--- config.mk ---
export PLATFORM = sky130hd
export DESIGN_NAME = b08_host_sequencer_flat
export DESIGN_NICKNAME = d
export VERILOG_FILES = /design/src/rtl/b08_host_sequencer_if.sv /design/src/rtl/b08_host_sequencer.sv /design/src/flat_wrapper.sv
export SDC_FILE = /design/constraint.sdc
export NUM_CORES = 1
export LEC_CHECK = 0
export ABC_AREA = 1
export CAP_MARGIN = 40
export CORE_MARGIN = 2
export CORE_UTILIZATION = 50
export CTS_CLUSTER_SIZE = 12
export DETAILED_ROUTE_END_ITERATION = 16
export DONT_BUFFER_PORTS = 1
export PLACE_DENSITY = 0.63
export SYNTH_ARGS = -nofsm -noshare
export SYNTH_HDL_FRONTEND = slang
export SYNTH_SLANG_ARGS = --single-unit
--- constraint.sdc ---
create_clock -name clock -period 2.5 [get_ports clock]
set_input_delay 0 -clock clock [delete_from_list [all_inputs] [get_ports clock]]
set_output_delay 0 -clock clock [all_outputs]
set_load 0.01 [all_outputs]
--- src/rtl/b08_host_sequencer_if.sv ---
// rtl/b08_host_sequencer_if.sv - upstream word, matcher START/I/O and result bundle for b08_host_sequencer
interface b08_host_sequencer_if;
    logic       in_valid;
    logic       in_ready;
    logic [7:0] in_word;
    logic [7:0] I;
    logic       START;
    logic [3:0] O;
    logic       res_valid;
    logic       res_ready;
    logic [3:0] res_data;
    logic [7:0] res_word;
    logic       busy;
    logic [7:0] hit_count;

    modport master (
        input  in_valid, in_word, O, res_ready,
        output in_ready, I, START, res_valid, res_data, res_word, busy, hit_count
    );

    modport slave (
        output in_valid, in_word, O, res_ready,
        input  in_ready, I, START, res_valid, res_data, res_word, busy, hit_count
    );
endinterface

--- src/rtl/b08_host_sequencer.sv ---
// rtl/b08_host_sequencer.sv - FIFO-buffered launcher for the b08 matcher with timed O capture
module b08_host_sequencer #(
    parameter int DEPTH       = 4,
    parameter int START_HOLD  = 2,
    parameter int SCAN_CYCLES = 12
) (
    input  logic                  clock,
    input  logic                  reset,
    b08_host_sequencer_if.master  bus
);
    localparam int         AW          = $clog2(DEPTH);
    localparam logic [AW:0] LP_FULL    = DEPTH[AW:0];
    localparam logic [7:0] LP_HOLD_M1  = 8'(START_HOLD - 1);
    localparam logic [7:0] LP_SCAN_M1  = 8'(SCAN_CYCLES - 1);

    typedef enum logic [2:0] {S_IDLE, S_LOAD, S_SCAN, S_CAPTURE, S_HOLD} state_t;

    state_t        r_state, w_state_nxt;
    logic [7:0]    r_mem [DEPTH];
    logic [AW-1:0] r_wr_ptr, r_rd_ptr;
    logic [AW:0]   r_count;
    logic [7:0]    r_cnt;
    logic [7:0]    r_i;
    logic          r_start;
    logic          r_res_valid;
    logic [3:0]    r_res_data;
    logic [7:0]    r_res_word;
    logic [7:0]    r_hit_count;
    logic          w_push, w_pop, w_cnt_zero;
    logic [7:0]    w_head;

    assign bus.in_ready  = (r_count != LP_FULL);
    assign bus.I         = r_i;
    assign bus.START     = r_start;
    assign bus.res_valid = r_res_valid;
    assign bus.res_data  = r_res_data;
    assign bus.res_word  = r_res_word;
    assign bus.busy      = (r_state != S_IDLE);
    assign bus.hit_count = r_hit_count;

    assign w_push     = bus.in_valid & bus.in_ready;
    assign w_cnt_zero = (r_cnt == 8'd0);
    assign w_head     = r_mem[r_rd_ptr];

    always_ff @(posedge clock or posedge reset) begin
        if (reset) r_state <= S_IDLE;
        else       r_state <= w_state_nxt;
    end

    always_comb begin
        w_state_nxt = r_state;
        w_pop       = 1'b0;
        case (r_state)
            S_IDLE: begin
                if (r_count != '0) begin
                    w_pop       = 1'b1;
                    w_state_nxt = S_LOAD;
                end
            end
            S_LOAD:    if (w_cnt_zero) w_state_nxt = S_SCAN;
            S_SCAN:    if (w_cnt_zero) w_state_nxt = S_CAPTURE;
            S_CAPTURE: w_state_nxt = S_HOLD;
            S_HOLD:    if (r_res_valid & bus.res_ready) w_state_nxt = S_IDLE;
            default:   w_state_nxt = S_IDLE;
        endcase
    end

    // Storage needs no reset: only entries behind r_count are ever read.
    always_ff @(posedge clock) begin
        if (w_push) r_mem[r_wr_ptr] <= bus.in_word;
    end

    always_ff @(posedge clock or posedge reset) begin
        if (reset) begin
            r_wr_ptr    <= '0;
            r_rd_ptr    <= '0;
            r_count     <= '0;
            r_cnt       <= 8'd0;
            r_i         <= 8'd0;
            r_start     <= 1'b0;
            r_res_valid <= 1'b0;
            r_res_data  <= 4'd0;
            r_res_word  <= 8'd0;
            r_hit_count <= 8'd0;
        end else begin
            if (w_push) r_wr_ptr <= r_wr_ptr + 1'b1;
            if (w_pop)  r_rd_ptr <= r_rd_ptr + 1'b1;
            case ({w_push, w_pop})
                2'b10:   r_count <= r_count + 1'b1;
                2'b01:   r_count <= r_count - 1'b1;
                default: r_count <= r_count;
            endcase

            case (r_state)
                S_IDLE: begin
                    if (w_pop) begin
                        r_i        <= w_head;
                        r_res_word <= w_head;
                        r_start    <= 1'b1;
                        r_cnt      <= LP_HOLD_M1;
                    end
                end
                S_LOAD: begin
                    if (w_cnt_zero) begin
                        r_start <= 1'b0;
                        r_cnt   <= LP_SCAN_M1;
                    end else begin
                        r_cnt <= r_cnt - 8'd1;
                    end
                end
                S_SCAN: begin
                    if (!w_cnt_zero) r_cnt <= r_cnt - 8'd1;
                end
                S_CAPTURE: begin
                    r_res_data  <= bus.O;
                    r_res_valid <= 1'b1;
                    if ((bus.O != 4'd0) && (r_hit_count != 8'hFF))
                        r_hit_count <= r_hit_count + 8'd1;
                end
                S_HOLD: begin
                    if (bus.res_ready) r_res_valid <= 1'b0;
                end
                default: ;
            endcase
        end
    end
endmodule

--- src/flat_wrapper.sv ---
// flat-port wrapper written by rule: the top's interface ports become plain ports
module b08_host_sequencer_flat 
#(
    parameter int DEPTH       = 4,
    parameter int START_HOLD  = 2,
    parameter int SCAN_CYCLES = 12
)
  (clock, reset, bus_in_valid, bus_in_word, bus_O, bus_res_ready, bus_in_ready, bus_I, bus_START, bus_res_valid, bus_res_data, bus_res_word, bus_busy, bus_hit_count);
  b08_host_sequencer_if bus_i ();
  input  logic clock;
  input  logic reset;
  input wire logic [$bits(bus_i.in_valid)-1:0] bus_in_valid;
  input wire logic [$bits(bus_i.in_word)-1:0] bus_in_word;
  input wire logic [$bits(bus_i.O)-1:0] bus_O;
  input wire logic [$bits(bus_i.res_ready)-1:0] bus_res_ready;
  output wire logic [$bits(bus_i.in_ready)-1:0] bus_in_ready;
  output wire logic [$bits(bus_i.I)-1:0] bus_I;
  output wire logic [$bits(bus_i.START)-1:0] bus_START;
  output wire logic [$bits(bus_i.res_valid)-1:0] bus_res_valid;
  output wire logic [$bits(bus_i.res_data)-1:0] bus_res_data;
  output wire logic [$bits(bus_i.res_word)-1:0] bus_res_word;
  output wire logic [$bits(bus_i.busy)-1:0] bus_busy;
  output wire logic [$bits(bus_i.hit_count)-1:0] bus_hit_count;
  assign bus_i.in_valid = bus_in_valid;
  assign bus_i.in_word = bus_in_word;
  assign bus_i.O = bus_O;
  assign bus_i.res_ready = bus_res_ready;
  assign bus_in_ready = bus_i.in_ready;
  assign bus_I = bus_i.I;
  assign bus_START = bus_i.START;
  assign bus_res_valid = bus_i.res_valid;
  assign bus_res_data = bus_i.res_data;
  assign bus_res_word = bus_i.res_word;
  assign bus_busy = bus_i.busy;
  assign bus_hit_count = bus_i.hit_count;
  b08_host_sequencer #(.DEPTH(DEPTH), .START_HOLD(START_HOLD), .SCAN_CYCLES(SCAN_CYCLES)) u_core (.clock(clock), .reset(reset), .bus(bus_i));
endmodule
==> summary.md, run 1 <==
| Metric | Value |
|---|---|
| Synth Register Bits | `72` |
| Layout Nets | `404` |
| MaxCap Viol Count | `0` |
| Initial Util | `52.4%` |
| Skew final | `0.00836 ns` |
| R2R cell count | `9` |
| CTS clk-pin slew, worst paths | `0.08 ns` |
| Critical path class | `flop to flop` |
| DRC viols | `0` |
| Sequential cell area fraction in the yosys report | `57.9%` |
| Syn_nets | `384` |
| Worst min path class | `primary input to flop` |
| Design Area, Final | `3800 sq um` |
| Clock latency on the worst-skew pair | `0.35 ns` |
| Vias in the first global route | `2347` |
| Total track usage | `18.9%` |
| Yosys cell types | `28` |
| Fin crit period | `2.12 ns` |
| Async set or reset register ratio after synthesis | `55.6%` |
| H-tree levels | `3` |
| Synth Instances | `359` |
| Filler instances | `557` |
| Area added between synthesis and finish | `12.1%` |
| Hold EP | `u_core.r_wr_ptr[0]$_DFFE_PP0P_` |
| Synth Warn # | `0` |
| Final setup fails | `0` |
| Die H | `86.3 um` |
| Ys flop type | `dfrtp_1` |
| Sink Count | `72` |
| Max_slew headroom | `69.5%` |
| Synth Area per Inst | `9.43 sq um` |
| Post-route ant nets | `0` |
| Reg area | `1960 sq um` |
| Fin crit share | `84.7%` |
| Initial DRT Pass Iterations | `6` |
| Bufs and invs on worst path | `2` |
| Post-CTS Repair Setup Buffers | `0` |
| Final setup TNS | `0 ns` |
| CP max stage cell | `dfrtp_1` |
| Final Hold Fails | `0` |
| Pwr/cell area | `1240 nW/um^2` |
| Worst path required time | `2.73 ns` |
| Worst r2r src | `u_core.r_count[0]$_DFFE_PP0P_` |
| Longest Clk Path Bufs | `2` |
| Io pins | `48` |
| Die X | `86.3 um` |
| Clock Tree Root | `clkbuf_8` |
| Status | `finished clean` |
| Gp weighted congestion | `0.801` |
| Via count | `2368` |
| Most common cell in the netlist | `nor2_1` |
| Largest fanout on the critical path | `8` |
| Max rail drop VDD | `0.596 mV` |
| Vias/cell | `5.14` |
| Multi-input gate area | `1170 sq um` |
| Core area | `6460 sq um` |
| Final Max Slew Viols | `0` |
| Mapped Area | `3390 sq um` |
| Largest net degree at the start of global routing | `21` |
| Critical Path AT | `2.35 ns` |
| Fmax | `472 MHz` |
| Total power | `0.00470 W` |
| WHS Path Cells | `2` |
| RSZ-0062 raised after global routing | `false` |
| Global-route wire length before repair | `10700 um` |
| Initial antenna violation count | `0` |
| DP Area | `3470 sq um` |
| Start point of the worst hold path | `bus_in_valid` |
| Area share of the largest cell type after synthesis | `29.6%` |
| Worst path max stage delay | `0.40 ns` |
| Worst setup SP type | `flop` |
| Endpoint of the lowest-slack register-to-register path | `u_core.r_count[2]$_DFFE_PP0P_` |
| Top post-synthesis cells by count | `nor2_1, nand2_1, dfrtp_1` |
| Wire length per cell | `13.9 um` |
| Top cell by count, worst path | `inv_1` |
| Grt ovf | `0` |
| PortBufs | `0` |
| P_leak | `1.68 nW` |
| Crit-path cells | `inv_1 > nand3_1 > nand2_1 > ha_1 > inv_1 > fa_1 > a21oi_1 > o21ai_0 > xor2_1` |
| Routed WL | `6420 um` |
| DR iter-0 viols | `84` |
| Critical path's top delay family | `adder cells` |
| Slew @ Worst Pin | `0.457 ns` |
| Worst setup EP type | `flop` |
| R2r setup slk | `0.38 ns` |
| Top post-synthesis cells by area | `dfrtp_1, edfxtp_1, nor2_1` |
| CTS tree | `built` |
| Post-synth EDFFs | `32` |
| Antenna Cells | `0` |
| DP Wirelength | `4320 um` |
| Num CTS Buffers | `9` |
| Die footprint | `7450 sq um` |
| Share of cells above drive strength 1 | `11.7%` |
| Row cnt | `29` |
| Yosys top cell by area | `dfrtp_1` |
repair_timing:
item / in CTS / in global routing
hold endpoints to repair: 78 / 0
hold buffers: 15 / 0
resized for setup: 0 / 0
kinds of logic (layout without fill, tap and decap cells):
| logic type | Yosys count | count (layout) | synth area share [%] |
|---|---|---|---|
| adder cells (fa/ha/maj) | 9 | 9 | 3.55 |
| XOR/XNOR | 11 | 11 | 2.84 |
| buffers and inverters | 59 | 84 | 7.61 |
| flip-flops | 72 | 72 | 57.9 |
| AO/OA/AOI/OAI | 43 | 43 | 6.65 |
| AND/OR/NAND/NOR | 165 | 165 | 21.4 |
worst max path at each step:
stage / from / to / cells past startpoint
2_1_floorplan: u_core.r_state[0]$_DFFE_PP0P_ / u_core.r_count[2]$_DFFE_PP0P_ / 10
3_3_place_gp: u_core.r_count[0]$_DFFE_PP0P_ / u_core.r_count[2]$_DFFE_PP0P_ / 9
3_5_place_dp: u_core.r_count[0]$_DFFE_PP0P_ / u_core.r_count[2]$_DFFE_PP0P_ / 9
4_1_cts: u_core.r_count[0]$_DFFE_PP0P_ / u_core.r_count[2]$_DFFE_PP0P_ / 9
5_1_grt: u_core.r_count[0]$_DFFE_PP0P_ / u_core.r_count[2]$_DFFE_PP0P_ / 9
6_report: u_core.r_count[0]$_DFFE_PP0P_ / u_core.r_count[2]$_DFFE_PP0P_ / 9
per-stage QoR:
step / hold WS (ns) / worst slack, ns / utilization [%] / std cells
2_1_floorplan: 0.0989 / 0.483 / - / 359
3_3_place_gp: 0.00414 / 0.437 / 53.4 / 429
3_5_place_dp: -0.211 / 0.383 / 53.8 / 430
4_1_cts: 0.0134 / 0.362 / 58.8 / 461
5_1_grt: 0.0465 / 0.185 / 58.8 / 461
6_report: 0.0123 / 0.382 / 58.8 / 461
cell usage in the layout, fill, tap and decap left out, types with 2 or more instances in the layout:
cell type	Yosys	final
clkbuf_8	0	9
a21oi_1	3	3
edfxtp_1	32	32
o21ai_1	3	3
dlygate4sd3_1	0	15
nor2_2	3	3
xor2_1	7	7
nor2_1	67	67
nand2_1	61	61
inv_1	36	35
xnor2_1	4	4
nor2_4	2	2
ha_1	8	8
nor3_1	3	3
buf_4	8	7
clkinvlp_4	0	3
dfrtp_1	40	40
nand3_2	4	4
a31oi_1	8	8
nand4_1	6	6
nand3_1	13	13
nand2_2	2	2
o21ai_0	29	29
inv_2	9	9
area by class of cell:
class | instances | area share [%]
Multi-Input combinational cell | 228 | 30.7
Inverter | 45 | 4.45
Tap cell | 77 | 2.54
Sequential cell | 72 | 51.7
Clock buffer | 10 | 3.36
Timing Repair Buffer | 23 | 6.06
Clock inverter | 6 | 1.19
per-layer routing:
metal	track usage, %	up-vias	part of all wire (%)	wire (um)
met5	0	-	0	0
met4	7.39	0	1.2	76
met3	6.10	8	6.8	439
met2	32.1	53	49	3170
met1	22.3	1111	43	2740
li1	-	1196	-	-
sequential cells by signal, indices dropped and copies added, names as in the netlist:
register and count:
u_core.bus.res_word 8, u_core.bus.res_valid 1, u_core.r_count 3, u_core.r_wr_ptr 2
u_core.r_rd_ptr 2, u_core.r_state 3, u_core.bus.res_data 4, u_core.bus.hit_count 8
u_core.bus.START 1, u_core.r_cnt 8, u_core.r_mem 32
worst register-to-register path: stages, from the launching register on:
cell and delay [ns]:
dfrtp_1 0.40, inv_1 0.12, nand3_1 0.16, nand2_1 0.27, ha_1 0.20, inv_1 0.07, fa_1 0.39, a21oi_1 0.14
o21ai_0 0.10, xor2_1 0.15
power breakdown:
group,switching [W],internal (W)
combinational,0.00124,0.000656
sequential,0.000378,0.00163
clock,0.000442,0.000363
total,0.00206,0.00265
Power figures use the tool's default switching activity.
==> inputs of run 2 (changes only) <==
- clock period: 2.5 -> 2 ns (I/O delays scaled with it)
==> run 2 against run 1 <==
Effect of this change:
- flip-flop and latch count did not move
- setup slack worse by 0.24 ns
- maximum frequency grew 14%
- first-iteration DRC count is 21% higher
- via count is 0.93% lower
- worst hold slack gained 0.12 ns
- global-route usage fell by 0.15 points
- sequential share of layout area is 0.87 points lower
- critical path type unchanged
==> summary.md, run 2 (same netlist as run 1, synthesis figures left out) <==
| Metric | Value |
|---|---|
| Worst setup EP type | `flop` |
| DP Area | `3490 sq um (+0.58%)` |
| Row cnt | `29 (unchanged)` |
| Clock Tree Root | `clkbuf_8` |
| MaxCap Viol Count | `0 (unchanged)` |
| Vias in the first global route | `2357 (+0.43%)` |
| Largest net degree at the start of global routing | `41 (+95%)` |
| Top cell by count, worst path | `inv_1` |
| Worst path required time | `2.22 ns (-0.51 ns)` |
| Final Hold Fails | `0 (unchanged)` |
| R2R cell count | `9 (unchanged)` |
| WHS Path Cells | `4 (+2)` |
| Final setup fails | `0 (unchanged)` |
| Total power | `0.00618 W (+31%)` |
| Fmax | `538 MHz (+14%)` |
| Clock latency on the worst-skew pair | `0.35 ns (about the same)` |
| Initial DRT Pass Iterations | `4 (-2)` |
| Commonest non-fill, non-tap cell in the layout | `nor2_1` |
| Initial antenna violation count | `0 (unchanged)` |
| DR iter-0 viols | `102 (+21%)` |
| Setup WS pre-CTS | `0.130 ns (-0.253 ns)` |
| Die footprint | `7450 sq um (unchanged)` |
| DP Cell Count | `435 (+1.2%)` |
| Fin crit share | `93.0% (+8.3 points)` |
| Global-route wire length before repair | `10700 um (-0.58%)` |
| Max rail drop VDD | `0.929 mV (+56%)` |
| Worst setup SP type | `flop` |
| CP startpoint | `u_core.r_state[2]$_DFFE_PP0P_` |
| Via count | `2346 (-0.93%)` |
| Crit-path cells | `nor2_2 > nand3_2 > inv_1 > ha_1 > inv_1 > fa_1 > a21oi_1 > o21ai_0 > xor2_1` |
| Start point of the worst hold path | `bus_O[2]` |
| WL met3 | `286 um (-35%)` |
| Critical path's top delay family | `adder cells` |
| Total track usage | `18.7% (-0.15 points)` |
| P_leak | `1.73 nW (+2.7%)` |
| Critical path class | `flop to flop` |
| DRC viols | `0 (unchanged)` |
| Skew final | `0.00934 ns (+0.000988 ns)` |
| Sink Count | `72 (unchanged)` |
| Status | `finished clean` |
| Final setup TNS | `0 ns (unchanged)` |
| Final setup margin | `0.140 ns (-0.241 ns)` |
| Final std cells w/o fill | `466 (+1.1%)` |
| Post-route ant nets | `0 (unchanged)` |
| Layout Nets | `409 (+1.2%)` |
| Max reg flops | `32 (unchanged)` |
| Pwr/cell area | `1600 nW/um^2 (+29%)` |
| Area added between synthesis and finish | `14.0%` |
| CTS tree | `built` |
| Vias/cell | `5.03 (-2.0%)` |
| PortBufs | `0 (unchanged)` |
| Wire length per cell | `13.7 um (-1.6%)` |
| Design Area, Final | `3860 sq um (+1.7%)` |
| Initial Util | `52.4% (unchanged)` |
| Longest Clk Path Bufs | `2 (unchanged)` |
| Fin crit period | `1.86 ns (-0.259 ns)` |
| Io pins | `48 (unchanged)` |
| Most frequent cells in the layout | `nor2_1, nand2_1, dfrtp_1` |
| Gp weighted congestion | `0.875 (+9.2%)` |
| Max_slew headroom | `65.0% (-4.5 points)` |
| Worst path max stage delay | `0.43 ns (+0.03 ns)` |
| DP Wirelength | `4180 um (-3.1%)` |
| Share of cells above drive strength 1 | `14.4% (+2.7 points)` |
| Cell count along the critical path | `9 (unchanged)` |
| Post-CTS Repair Setup Buffers | `0 (unchanged)` |
| Die H | `86.3 um (unchanged)` |
| Final Max Slew Viols | `0 (unchanged)` |
| CP max stage cell | `dfrtp_1` |
| Worst r2r src | `u_core.r_state[2]$_DFFE_PP0P_` |
| Bufs and invs on worst path | `2 (unchanged)` |
| Slew @ Worst Pin | `0.525 ns (+0.0674 ns)` |
| Die X | `86.3 um (unchanged)` |
| Num CTS Buffers | `9 (unchanged)` |
| Largest fanout on the critical path | `3 (-5)` |
| Worst min path class | `primary input to flop` |
| H-tree levels | `3 (unchanged)` |
| Routed WL | `6390 um (-0.56%)` |
| Critical Path AT | `2.08 ns (-0.27 ns)` |
| Reg with most FFs | `u_core.r_mem` |
| Top routing layer in use | `met4` |
| Core area | `6460 sq um (unchanged)` |
| WL met2 | `3230 um (+1.9%)` |
| CTS clk-pin slew, worst paths | `0.09 ns (about the same)` |
| Grt ovf | `0 (unchanged)` |
| Antenna Cells | `0 (unchanged)` |
| M1 WL | `2790 um (+1.8%)` |
## run 2: through the flow
stage | hold slack, ns | utilization [%]
6_report | 0.127 | 59.8
5_1_grt | 0.163 | 59.8
4_1_cts | 0.109 | 59.6
3_5_place_dp | 0.0646 | 54.1
3_3_place_gp | 0.0541 | 54.1
2_1_floorplan | 0.0989 | -
## run 2: report_power, final
group          internal, W  switching (W)  leakage [nW]
sequential         0.00204       0.000445         0.778
clock             0.000600       0.000595         0.103
combinational     0.000891        0.00161         0.845
total              0.00353        0.00265          1.73
## run 2: per-layer routing
metal,global-route usage (%),vias up
li1,-,1201
met1,21.9,1092
met2,32.6,47
met3,4.38,6
met4,8.66,0
met5,0,-
## run 2: repair_timing
action,CTS,global route
setup endpoints to repair,0,1
hold endpoints to repair,80,0
hold buffers,15,0
gates resized for setup,0,4
## run 2: tightest hold or removal path: stages
cell	delay, ns
nor2_1	0.07
nand3_1	0.08
nand3_2	0.19
xor2_1	0.09
## run 2: final cells by class
class                      instances  area, sq um
clock buffer                       9          124
clock inverter                     7         83.8
fill                             539         2600
inverter                          45          169
multi-input combinational        228         1180
sequential                        72         1960
tap                               77         96.3
timing repair buffer              28          248
## run 2: final timing paths
check	end	slack, ns
min reg2reg	u_core.r_cnt[6]$_DFFE_PP0P_	0.50
min	u_core.bus.hit_count[0]$_DFFE_PP0P_	0.13
min in group asynchronous	u_core.bus.res_word[6]$_DFFE_PP0P_	0.21
max	u_core.r_count[2]$_DFFE_PP0P_	0.14
max in group asynchronous	u_core.r_state[1]$_DFFE_PP0P_	1.41
max reg2reg	u_core.r_count[2]$_DFFE_PP0P_	0.14
==> inputs of run 3 (changes only) <==
- CORE_UTILIZATION: 50 -> 55
- CTS_BUF_LIST: not set -> sky130_fd_sc_hd__clkbuf_4 sky130_fd_sc_hd__clkbuf_8
- PLACE_DENSITY: 0.63 -> 0.68
- SETUP_SLACK_MARGIN: not set -> 0.3
==> run 3 against run 2 <==
Effect of this change:
- critical path depth is 1 higher
- non-clock buffer count is 7 higher
- first-iteration DRC count is 65% higher
- critical endpoint unchanged
- clock power is 16% lower
- register-to-register slack better by 0.16 ns
- combinational power is 13% higher
- highest routed layer unchanged
==> summary.md, run 3 (same netlist as run 1, synthesis figures left out) <==
| Metric | Value |
|---|---|
| Status | `finished clean` |
| Pwr/cell area | `1600 nW/um^2 (-0.14%)` |
| Clock Tree Root | `clkbuf_8` |
| Reg area | `1970 sq um (+0.19%)` |
| Antenna Cells | `0 (unchanged)` |
| Worst r2r src | `u_core.r_count[1]$_DFFE_PP0P_` |
| Crit-path cells | `inv_2 > nand3_4 > nand3_2 > inv_2 > ha_4 > inv_2 > fa_2 > a21oi_2 > o21ai_1 > xor2_1` |
| Largest fanout on the critical path | `3 (unchanged)` |
| Bufs and invs on worst path | `3 (+1)` |
| Worst setup SP type | `flop` |
| Final setup TNS | `0 ns (unchanged)` |
| Die H | `82.5 um (-4.4%)` |
| R2R cell count | `10 (+1)` |
| Row cnt | `28 (-3.4%)` |
| Global-route wire length before repair | `10500 um (-1.7%)` |
| Post-route ant nets | `0 (unchanged)` |
| Skew final | `0.00846 ns (-0.000880 ns)` |
| Initial DRT Pass Iterations | `6 (+2)` |
| Routed WL | `6610 um (+3.5%)` |
| Worst setup EP type | `flop` |
| Endpoint of the lowest-slack register-to-register path | `u_core.r_count[2]$_DFFE_PP0P_` |
| Cell count along the critical path | `10 (+1)` |
| Most frequent cells in the layout | `nor2_1, nand2_1, dfrtp_1` |
| Final Hold Fails | `0 (unchanged)` |
| Io pins | `48 (unchanged)` |
| CP max stage cell | `dfrtp_1` |
| P_leak | `1.75 nW (+1.1%)` |
| Clock power frac | `15.9% (-3.4 points)` |
| Sw Ratio | `43.1% (+0.21 points)` |
| CTS clk-pin slew, worst paths | `0.07 ns (-0.02 ns)` |
| Critical path's top delay family | `adder cells` |
| Vias/cell | `5.10 (+1.2%)` |
| DRC viols | `0 (unchanged)` |
| Top cell by count, worst path | `inv_2` |
| Final std cells w/o fill | `471 (+1.1%)` |
| Clock latency on the worst-skew pair | `0.35 ns (about the same)` |
| WHS | `0.153 ns (+0.0254 ns)` |
| Fin crit period | `1.70 ns (-0.163 ns)` |
| Slew @ Worst Pin | `0.792 ns (+0.267 ns)` |
| CTS tree | `built` |
| Worst path max stage delay | `0.39 ns (-0.04 ns)` |
| Logic pwr share | `44.9% (+4.4 points)` |
| Area added between synthesis and finish | `16.4%` |
| Fmax | `589 MHz (+9.6%)` |
| R2r setup slk | `0.30 ns (+0.16 ns)` |
| Fin crit share | `84.8% (-8.2 points)` |
| Gp weighted congestion | `0.857 (-2.1%)` |
| Initial Util | `57.2% (+4.8 points)` |
| Longest Clk Path Bufs | `2 (unchanged)` |
| Filler instances | `464 (-14%)` |
| MaxCap Viol Count | `0 (unchanged)` |
| Wire length per cell | `14.0 um (+2.4%)` |
| CP startpoint | `u_core.r_count[1]$_DFFE_PP0P_` |
| Critical path class | `flop to flop` |
| Reg with most FFs | `u_core.r_mem` |
| Critical Path AT | `1.92 ns (-0.16 ns)` |
| H-tree levels | `3 (unchanged)` |
| Grt ovf | `0 (unchanged)` |
| Core area | `5920 sq um (-8.3%)` |
| Die X | `82.5 um (-4.4%)` |
| Int Power | `0.00358 W (+1.6%)` |
| Worst min path class | `primary input to flop` |
| DP Wirelength | `4180 um (-0.15%)` |
| Final setup fails | `0 (unchanged)` |
| Largest net degree at the start of global routing | `23 (-44%)` |
| Total track usage | `21.3% (+2.5 points)` |
| Max rail drop VDD | `0.875 mV (-5.7%)` |
| Worst path required time | `2.22 ns (about the same)` |
| Register share of total power | `39.1% (-1.1 points)` |
| Final Max Slew Viols | `0 (unchanged)` |
| RSZ-0062 raised after global routing | `true` |
| Share of cells above drive strength 1 | `18.7% (+4.3 points)` |
| Vias in the first global route | `2318 (-1.7%)` |
| PortBufs | `0 (unchanged)` |
| CP Capture Point | `u_core.r_count[2]$_DFFE_PP0P_` |
| Max_slew headroom | `47.1% (-18 points)` |
| Sw power | `0.00272 W (+2.5%)` |
| Num CTS Buffers | `9 (unchanged)` |
| DP Cell Count | `430 (-1.1%)` |
| Multi-input gate area | `1240 sq um (+5.1%)` |
| Initial antenna violation count | `0 (unchanged)` |
| DR iter-0 viols | `168 (+65%)` |
| Die footprint | `6800 sq um (-8.7%)` |
| Sink Count | `72 (unchanged)` |
| Commonest non-fill, non-tap cell in the layout | `nor2_1` |
| Via count | `2400 (+2.3%)` |
| Layout Nets | `416 (+1.7%)` |
| Max reg flops | `32 (unchanged)` |
run 3: worst reg2reg max path, cell delays in order, from the launching register on:
cell and delay (ns):
dfrtp_1 0.39, inv_2 0.09, nand3_4 0.09, nand3_2 0.09, inv_2 0.08, ha_4 0.12
inv_2 0.04, fa_2 0.34, a21oi_2 0.12, o21ai_1 0.08, xor2_1 0.14
run 3: area by class of cell:
cell class / count / area share (%)
multi-input cells: 228 / 31.4
clock inverters: 5 / 0.857
repair buffers: 35 / 7.61
flip-flops and latches: 72 / 49.8
well taps: 75 / 2.38
clock buffers: 11 / 3.52
inverters: 45 / 4.35
run 3: per-layer routing:
metal  up-vias  GRT usage [%]  part of all wire [%]
met5         -              0                     0
li1       1215              -                     -
met3         9           5.00                   3.3
met1      1134           27.2                    46
met2        42           33.8                    49
met4         0           11.0                   1.7
run 3: repair_timing:
| action | CTS | global route |
|---|---|---|
| pin swaps | 2 | 4 |
| hold buffers | 15 | 0 |
| endpoints found under the hold margin | 62 | 0 |
| buffers inserted | 7 | 3 |
| setup endpoints to repair | 2 | 10 |
| resized for setup | 10 | 6 |
run 3: power by group through the flow:
stage	combinational [W]	sequential, W	clock [W]
after CTS	0.00267	0.00246	0.00103
after floorplan	0.00212	0.00238	0
after global placement	0.00239	0.00248	0
after detailed placement	0.00245	0.00250	0
final	0.00283	0.00247	0.00100
after global routing	0.00321	0.00253	0.00109
run 3: per-stage QoR:
stage | util (%) | area [sq um] | total power [W] | setup slack, ns
6_report | 66.6 | 3940 | 0.00630 | 0.303
5_1_grt | 66.6 | 3940 | 0.00683 | 0.229
4_1_cts | 65.7 | 3890 | 0.00616 | 0.300
3_5_place_dp | 58.9 | 3490 | 0.00495 | 0.154
3_3_place_gp | 58.9 | 3490 | 0.00488 | 0.196
2_1_floorplan | - | 3410 | 0.00450 | 0.189
run 3: worst min path at each step:
stage	startpoint	end	slack (ns)	cells after the start
2_1_floorplan	bus_in_word[0]	u_core.r_mem[0][0]$_DFFE_PP_	0.1	0
3_3_place_gp	reset	u_core.bus.res_data[1]$_DFFE_PP0P_	0.08	1
3_5_place_dp	reset	u_core.bus.res_data[1]$_DFFE_PP0P_	0.08	1
4_1_cts	bus_O[2]	u_core.bus.hit_count[7]$_DFFE_PP0P_	0.13	5
5_1_grt	bus_O[2]	u_core.bus.hit_count[7]$_DFFE_PP0P_	0.19	5
6_report	bus_O[2]	u_core.bus.hit_count[7]$_DFFE_PP0P_	0.15	5
